`config.mk`:
```
export PLATFORM = sky130hd
export DESIGN_NAME = exception_ctrl
export DESIGN_NICKNAME = d
export VERILOG_FILES = /design/src/rtl/exception_ctrl.sv
export SDC_FILE = /design/constraint.sdc
export NUM_CORES = 1
export LEC_CHECK = 0
export ABC_CLOCK_PERIOD_IN_PS = 7150
export CORE_ASPECT_RATIO = 0.75
export CORE_MARGIN = 4
export CORE_UTILIZATION = 49
export CTS_BUF_LIST = sky130_fd_sc_hd__clkbuf_8 sky130_fd_sc_hd__clkbuf_16
export CTS_CLUSTER_SIZE = 20
export DETAILED_ROUTE_END_ITERATION = 6
export PLACE_DENSITY = 0.84
export SYNTH_ARGS = -nofsm -noshare
export SYNTH_HDL_FRONTEND = slang
export SYNTH_SLANG_ARGS = --single-unit
```
`constraint.sdc`:
```
create_clock -name clk -period 7.15 [get_ports clk]
set_input_delay 1.0725 -clock clk [delete_from_list [all_inputs] [get_ports clk]]
set_output_delay 1.0725 -clock clk [all_outputs]
set_load 0.05 [all_outputs]
```
`src/rtl/exception_ctrl.sv`:
```
// Exception controller: latches EPC/cause, redirects fetch to the
// handler, tracks ERET return and halts on a nested fault.
module exception_ctrl #(
  parameter int              PC_W        = 32,
  parameter logic [PC_W-1:0] HANDLER_VEC = 32'h0000_0180,
  parameter int              CNT_W       = 8
) (
  input  logic             clk,
  input  logic             rst,
  input  logic             instr_valid,
  input  logic             pc_exception,
  input  logic [7:0]       alu_status,
  input  logic [PC_W-1:0]  pc_cur,
  input  logic             eret,
  input  logic             epc_we,
  input  logic [PC_W-1:0]  epc_wdata,
  output logic             flush,
  output logic             redirect_valid,
  output logic [PC_W-1:0]  redirect_pc,
  output logic [PC_W-1:0]  epc,
  output logic [3:0]       cause,
  output logic             in_handler,
  output logic             halted,
  output logic [CNT_W-1:0] exc_count
);

  typedef enum logic [2:0] {
    IDLE,
    TRAP,
    HANDLER,
    RET,
    HALT
  } state_t;

  state_t          state;
  logic            exc_hit;
  logic [3:0]      exc_code;
  logic [PC_W-1:0] ret_base;

  assign exc_hit = instr_valid &
                   (pc_exception | alu_status[6] |
                    alu_status[3] | alu_status[2]);

  always_comb begin
    exc_code = 4'd0;
    priority case (1'b1)
      pc_exception:  exc_code = 4'd4;
      alu_status[6]: exc_code = 4'd12;
      alu_status[3]: exc_code = 4'd9;
      alu_status[2]: exc_code = 4'd10;
      default:       exc_code = 4'd0;
    endcase
  end

  // A same-edge EPC write is the address RET returns through.
  assign ret_base = epc_we ? epc_wdata : epc;

  always_ff @(posedge clk) begin
    if (rst) begin
      state          <= IDLE;
      epc            <= '0;
      cause          <= '0;
      exc_count      <= '0;
      flush          <= 1'b0;
      redirect_valid <= 1'b0;
      redirect_pc    <= '0;
      in_handler     <= 1'b0;
      halted         <= 1'b0;
    end else begin
      flush          <= 1'b0;
      redirect_valid <= 1'b0;
      redirect_pc    <= '0;
      in_handler     <= 1'b0;
      unique case (state)
        IDLE: begin
          if (exc_hit) begin
            state          <= TRAP;
            epc            <= pc_cur;
            cause          <= exc_code;
            if (exc_count != '1)
              exc_count <= exc_count + 1'b1;
            flush          <= 1'b1;
            redirect_valid <= 1'b1;
            redirect_pc    <= HANDLER_VEC;
          end
        end
        TRAP: begin
          state      <= HANDLER;
          in_handler <= 1'b1;
        end
        HANDLER: begin
          if (exc_hit) begin
            state  <= HALT;
            cause  <= exc_code;
            halted <= 1'b1;
            flush  <= 1'b1;
          end else begin
            if (epc_we)
              epc <= epc_wdata;
            if (eret) begin
              state          <= RET;
              flush          <= 1'b1;
              redirect_valid <= 1'b1;
              redirect_pc    <= ret_base + PC_W'(4);
            end else begin
              in_handler <= 1'b1;
            end
          end
        end
        RET: begin
          state <= IDLE;
        end
        HALT: begin
          flush  <= 1'b1;
          halted <= 1'b1;
        end
        default: begin
          state <= IDLE;
        end
      endcase
    end
  end

endmodule

```
==> results.yml, run 1 <==
outcome:
  outcome: "completed"
sta:
  period_share_pct: 53.4
  post-route-min-period_ns: 3.82
  worst_slack_ns: 3.33
  skew_ns: 0.00426
  setup-tns-final_ns: 0
  hold_violations: 0
  slew_violations: 0
  worst_pin_slew_ns: 1.08
  max_freq_mhz: 262
  grt_setup_unrepaired: "false"
  slew_headroom_pct: 27.7
  holdWs_ns: 0.464
  setup_viol: 0
synth:
  synth_fp_nets: 594
  netlist_instances: 514
  netlist_area_um2: 4370
  yosysWarnings: 0
  synth_edf_count: 0
  synth_most_common_cell: "dfxtp_1"
  synth-seq-cells: 83
  synth_top_flop_cell: "dfxtp_1"
  async_reset_ff_share_pct: 0
  synth_common_cells: "83 x dfxtp_1, 73 x nand2_1, 44 x nor2_1, 37 x a21oi_1, 31 x mux2i_1"
  synth.top_cell.area_share_pct: 38.0
  ys_types: 57
  yosysTopAreaCell: "dfxtp_1"
  yosysSeqAreaShare_pct: 38.0
  yosys-top-cells-area: "dfxtp_1 38%, mux2i_1 7.1%, nand2_1 6.3%"
  synth_area_per_cell_um2: 8.51
floorplanning:
  fp.coreArea_um2: 8560
  die_w_um: 117
  ios: 158
  dieArea_um2: 10500
  rows: 29
  fp.dieH_um: 89.8
  initial_utilization_pct: 51.1
clocking:
  hold_buffers: 0
  postCtsSetupBuffers: 0
  h-tree-depth: 3
  cts_tree: "done"
  cts_buffer_depth: 2
  cts_resized: 0
  path_clk_slew_ns: 0.06
  root_buffer: "clkbuf_16"
  cts_buffers: 9
  cts.sinks: 83
  clk_latency_ns: 0.34
pwr:
  clkPwrFrac_pct: 38.9
  ir_worst_vdd_v: 0.000216
  p_per_area_nw_per_um2: 221
  p_sw_share_pct: 29.8
  p_switching_mw: 0.407
  power_frac_comb_pct: 23.5
  internal-power_mw: 0.961
  power.leakage_nw: 2.19
  pwr-share-seq_pct: 37.6
setup_path:
  ff2ff_path_depth: 7
  critPathLaunchType: "input pin"
  crit_arrival_ns: 4.06
  worstSetupPathType: "in -> reg"
  ff2ff_setup_slack_ns: 4.71
  crit_fanout: 20
  end_kind: "flop"
  crit-reg2reg-launch: "epc[2]$_SDFFE_PP0P_"
  r2r-end: "redirect_pc[30]$_SDFF_PP0_"
  required_ns: 7.40
grt:
  grt_pass1_vias: 4376
  grt_use_total_pct: 25.8
  grt_max_degree: 71
  antenna_found_initial: 0
  grt_pass1_wl_um: 21800
  gr-total-overflow: 0
drt:
  drc: 0
  drt_iter0_markers: 398
  firstDrtPassIters: 5
  top_layer: "met4"
  met1Wirelength_um: 5870
  wl_per_cell_um: 18.2
  wl_met3_um: 1280
  totalWireLength_um: 13800
  viasPerCell: 5.81
  wl_met2_um: 6420
  ant_nets: 0
  vias: 4396
finish:
  drive_gt1_share_pct: 6.94
  areaGrowthSynthToFinish_pct: 41.6
  final_nets: 723
  antenna_cells: 0
  fin_area_um2: 6190
hold_path:
  min_path_type: "reg -> reg"
  hp-start: "cause[0]$_SDFFE_PP0P_"
  hold_depth: 2
  whs_endpoint: "cause[0]$_SDFFE_PP0P_"
placed_design:
  post-place-ws_ns: 3.07
  io_buffers: 152
  hpwl_um: 9690
  gp_congestion: 0.875
  place_area_um2: 5850
flow_run:
  drv_cap: 0
==> logic make-up after synthesis <==
| logic type | Yosys count | share of synthesized area [%] |
|---|---|---|
| fa+ha+maj | 2 | 0.572 |
| compound gates | 112 | 17.7 |
| simple gates | 221 | 26.6 |
| mux | 37 | 8.64 |
| buf+inv | 41 | 4.92 |
| flops | 83 | 38.0 |
| xor+xnor | 18 | 3.61 |
==> critical path, cell delays in order <==
cell,delay [ns]
clkdlybuf4s50_1,0.45
o41ai_2,0.88
nand2_1,0.27
a21oi_2,0.65
buf_4,0.40
o211ai_1,0.13
a21oi_1,0.19
==> sequential cells by signal, indices dropped and copies added (netlist names) <==
signal          flops
cause               4
epc                32
exc_count           8
flush               1
halted              1
in_handler          1
redirect_pc        32
redirect_valid      1
state               3
==> per-layer routing <==
metal | GRT usage (%) | vias up
met4 | 7.64 | 0
met1 | 32.8 | 2068
met3 | 8.66 | 19
met5 | 0 | -
li1 | - | 2101
met2 | 41.5 | 208
==> layout by cell type, fill, tap and decap left out, types with 3 or more instances in the layout <==
cell type and instances:
o31a_1 5, inv_1 4, mux2_2 6, nand2b_1 8
clkbuf_16 9, nand2_1 73, nand3_1 17, nand3b_1 13
xnor2_1 16, dfxtp_1 83, nand4b_1 6, nand4_1 9
a211oi_1 10, nor3b_1 3, nor2_1 44, o31ai_1 4
and3_1 3, o21ai_0 14, mux2i_1 31, o21a_1 4
buf_4 4, nor3_1 20, a21oi_1 37, nor4_1 5
bufinv_16 3, clkdlybuf4s50_1 150, o211ai_1 24
==> power by group through the flow <==
stage	Sequential, mW	Clock, mW	Combinational (mW)
after floorplan	0.599	0	0.124
after global placement	0.523	0	0.312
after detailed placement	0.524	0	0.319
after CTS	0.514	0.542	0.321
after global routing	0.518	0.558	0.342
final	0.515	0.533	0.322
==> layout make-up <==
class	count	area [µm²]
Clock buffer	10	239
Clock inverter	6	104
Fill cell	671	2370
Inverter	3	11.3
Multi-Input combinational cell	390	2500
Sequential cell	83	1660
Tap cell	108	135
Timing Repair Buffer	156	1540
==> worst max-delay path by stage <==
| stage | start | to | slack, ns | cells after the start |
|---|---|---|---|---|
| after floorplan | epc_we | redirect_pc[30]$_SDFF_PP0_ | 3.94 | 10 |
| after global placement | pc_exception | epc[22]$_SDFFE_PP0P_ | 3.23 | 7 |
| after detailed placement | pc_exception | epc[18]$_SDFFE_PP0P_ | 3.07 | 7 |
| after CTS | pc_exception | epc[18]$_SDFFE_PP0P_ | 3.42 | 7 |
| after global routing | pc_exception | epc[24]$_SDFFE_PP0P_ | 3.12 | 7 |
| final | pc_exception | epc[18]$_SDFFE_PP0P_ | 3.33 | 7 |
==> through the flow <==
stage          utilization (%)  instances  power, mW
6_report                  72.3        756       1.37
3_3_place_gp              68.3        740      0.834
3_5_place_dp              68.3        740      0.843
2_1_floorplan                -        514      0.724
5_1_grt                   72.3        756       1.42
4_1_cts                   72.3        756       1.38
Power figures use the tool's default switching activity.
==> run 2: changes to the inputs <==
==> config.mk (replaced) <==
export PLATFORM = sky130hd
export DESIGN_NAME = exception_ctrl
export DESIGN_NICKNAME = d
export VERILOG_FILES = /design/src/rtl/exception_ctrl.sv
export SDC_FILE = /design/constraint.sdc
export NUM_CORES = 1
export LEC_CHECK = 0
export ABC_CLOCK_PERIOD_IN_PS = 3200
export CORE_ASPECT_RATIO = 0.75
export CORE_MARGIN = 4
export CORE_UTILIZATION = 41
export CTS_BUF_LIST = sky130_fd_sc_hd__clkbuf_8 sky130_fd_sc_hd__clkbuf_16
export CTS_CLUSTER_SIZE = 20
export DETAILED_ROUTE_END_ITERATION = 6
export PLACE_DENSITY = 0.74
export SYNTH_ARGS = -nofsm -noshare
export SYNTH_HDL_FRONTEND = slang
export SYNTH_SLANG_ARGS = --single-unit
==> constraint.sdc (replaced) <==
create_clock -name clk -period 3.2 [get_ports clk]
set_input_delay 0.48 -clock clk [delete_from_list [all_inputs] [get_ports clk]]
set_output_delay 0.48 -clock clk [all_outputs]
set_load 0.05 [all_outputs]
==> run 2 against run 1 <==
  * Clock skew increased by 0.0022 ns
  * Sequential power up 120%
  * Non-clock buffer count grew 8
  * Global-route usage fell by 3.8 points
  * Critical endpoint is now redirect_pc[30]$_SDFF_PP0_
  * Cell area rose by 1.2%
  * Die area increased by 18%
  * Sequential share of layout area is 0.31 points lower
  * Clock power rose by 100%
  * Sequential cell count is the same
  * Power up 120%
  * Utilization is 12 points lower
  * Routed wire length rose by 1.3%
==> results.yml, run 2 (synthesis results as in run 1) <==
clocking:
  postCtsSetupBuffers: 0
  cts_buffers: 9
  root_buffer: "clkbuf_16"
  clk_latency_ns: 0.33
  cts_resized: 0
  cts_buffer_depth: 2
  path_clk_slew_ns: 0.06
  hold_buffers: 0
  cts.sinks: 83
  cts_tree: "done"
  h-tree-depth: 3
finish:
  fin_area_um2: 6260
  top_regs: "epc (32), redirect_pc (32), exc_count (8)"
  layout_common_cells: "150 x clkdlybuf4s50_1, 83 x dfxtp_1, 73 x nand2_1"
  nFillCells: 908
  final_util_pct: 60.6
  finalNonFillerCells: 791
  areaGrowthSynthToFinish_pct: 43.3
  final_nets: 731
  drive_gt1_share_pct: 7.94
  antenna_cells: 0
  layout_commonest_cell: "clkdlybuf4s50_1"
grt:
  grt_use_total_pct: 22.1
  antenna_found_initial: 0
  grt_pass1_wl_um: 22300
  gr-total-overflow: 0
  grt_max_degree: 47
  grt_pass1_vias: 4387
drt:
  viasPerCell: 5.59
  firstDrtPassIters: 4
  totalWireLength_um: 13900
  vias: 4422
  ant_nets: 0
  drc: 0
  wl_per_cell_um: 17.6
  drt_iter0_markers: 330
pwr:
  p_sw_share_pct: 30.8
  power.leakage_nw: 2.21
  power_frac_comb_pct: 24.6
  p_per_area_nw_per_um2: 474
  pwr-share-seq_pct: 38.7
  ir_worst_vdd_v: 0.000285
  clkPwrFrac_pct: 36.7
  p_switching_mw: 0.917
  internal-power_mw: 2.06
sta:
  setup_viol: 0
  setup-tns-final_ns: 0
  hold_violations: 0
  max_freq_mhz: 397
  slew_headroom_pct: 51.7
  post-route-min-period_ns: 2.52
  skew_ns: 0.00648
  slew_violations: 0
  grt_setup_unrepaired: "false"
  period_share_pct: 78.8
  worst_pin_slew_ns: 0.724
floorplanning:
  rows: 32
  die_w_um: 127
  fp.coreArea_um2: 10300
  initial_utilization_pct: 42.3
  ios: 158
  dieArea_um2: 12400
  fp.dieH_um: 97.4
outcome:
  outcome: "completed"
setup_path:
  crit_fanout: 7
  crit_arrival_ns: 2.79
  required_ns: 3.47
  critPathLaunchType: "input pin"
  end_kind: "flop"
  worstSetupPathType: "in -> reg"
placed_design:
  gp_congestion: 0.844
  place_inst: 776
  place_area_um2: 5960
  io_buffers: 152
  hpwl_um: 10200
flow_run:
  drv_cap: 0
hold_path:
  min_path_type: "reg -> reg"
-- run 2: changes by cell type in the layout (fill, tap and decap cells not counted) --
cell / delta
clkinv_4: +1
bufinv_16: -1
buf_12: +1
clkbuf_8: -1
buf_4: +7
-- run 2: power by group through the flow --
stage	combinational (mW)	sequential, mW	clock (mW)
global route	0.776	1.16	1.16
global placement	0.712	1.17	0
floorplan	0.278	1.34	0
detailed placement	0.728	1.17	0
CTS	0.732	1.15	1.11
finish	0.730	1.15	1.09
-- run 2: final cells by class --
type | count | area [µm²] | area share (%)
clock inverters | 6 | 82.6 | 1.32
flip-flops and latches | 83 | 1660 | 26.5
well taps | 136 | 170 | 2.72
repair buffers | 164 | 1610 | 25.8
inverters | 3 | 11.3 | 0.180
multi-input cells | 390 | 2500 | 39.9
clock buffers | 9 | 225 | 3.59
-- run 2: worst paths after layout --
path / from / to / slack [ns] / depth (start not counted)
setup / recovery: epc_wdata[2] / redirect_pc[30]$_SDFF_PP0_ / 0.68 / 8
hold / removal: cause[1]$_SDFFE_PP0P_ / cause[1]$_SDFFE_PP0P_ / 0.47 / 2
hold reg to reg: cause[1]$_SDFFE_PP0P_ / cause[1]$_SDFFE_PP0P_ / 0.47 / 2
setup reg to reg: epc[2]$_SDFFE_PP0P_ / redirect_pc[30]$_SDFF_PP0_ / 0.85 / 7
-- run 2: through the flow --
stage | setup WS, ns | power [mW] | hold slack (ns)
final | 0.679 | 2.97 | 0.466
after global routing | 0.585 | 3.09 | 0.490
after CTS | 0.708 | 2.99 | 0.471
after detailed placement | 0.370 | 1.90 | 0.462
after global placement | 0.432 | 1.88 | 0.441
after floorplan | 0.579 | 1.62 | 0.483
-- run 2: critical path: stages --
cell             delay, ns
clkdlybuf4s50_1       0.48
mux2_2                0.18
ha_1                  0.24
nand4b_1              0.21
a21oi_4               0.32
nand4_4               0.19
or4_1                 0.55
a21oi_1               0.14
-- run 2: routing by layer --
metal | routed length (µm) | vias to the layer above | share of wire (%) | global-route usage, %
met3 | 1210 | 19 | 8.7 | 7.14
met1 | 6290 | 2100 | 45 | 29.6
li1 | - | 2123 | - | -
met5 | 0 | - | 0 | 0
met2 | 6260 | 180 | 45 | 33.7
met4 | 176 | 0 | 1.3 | 6.84
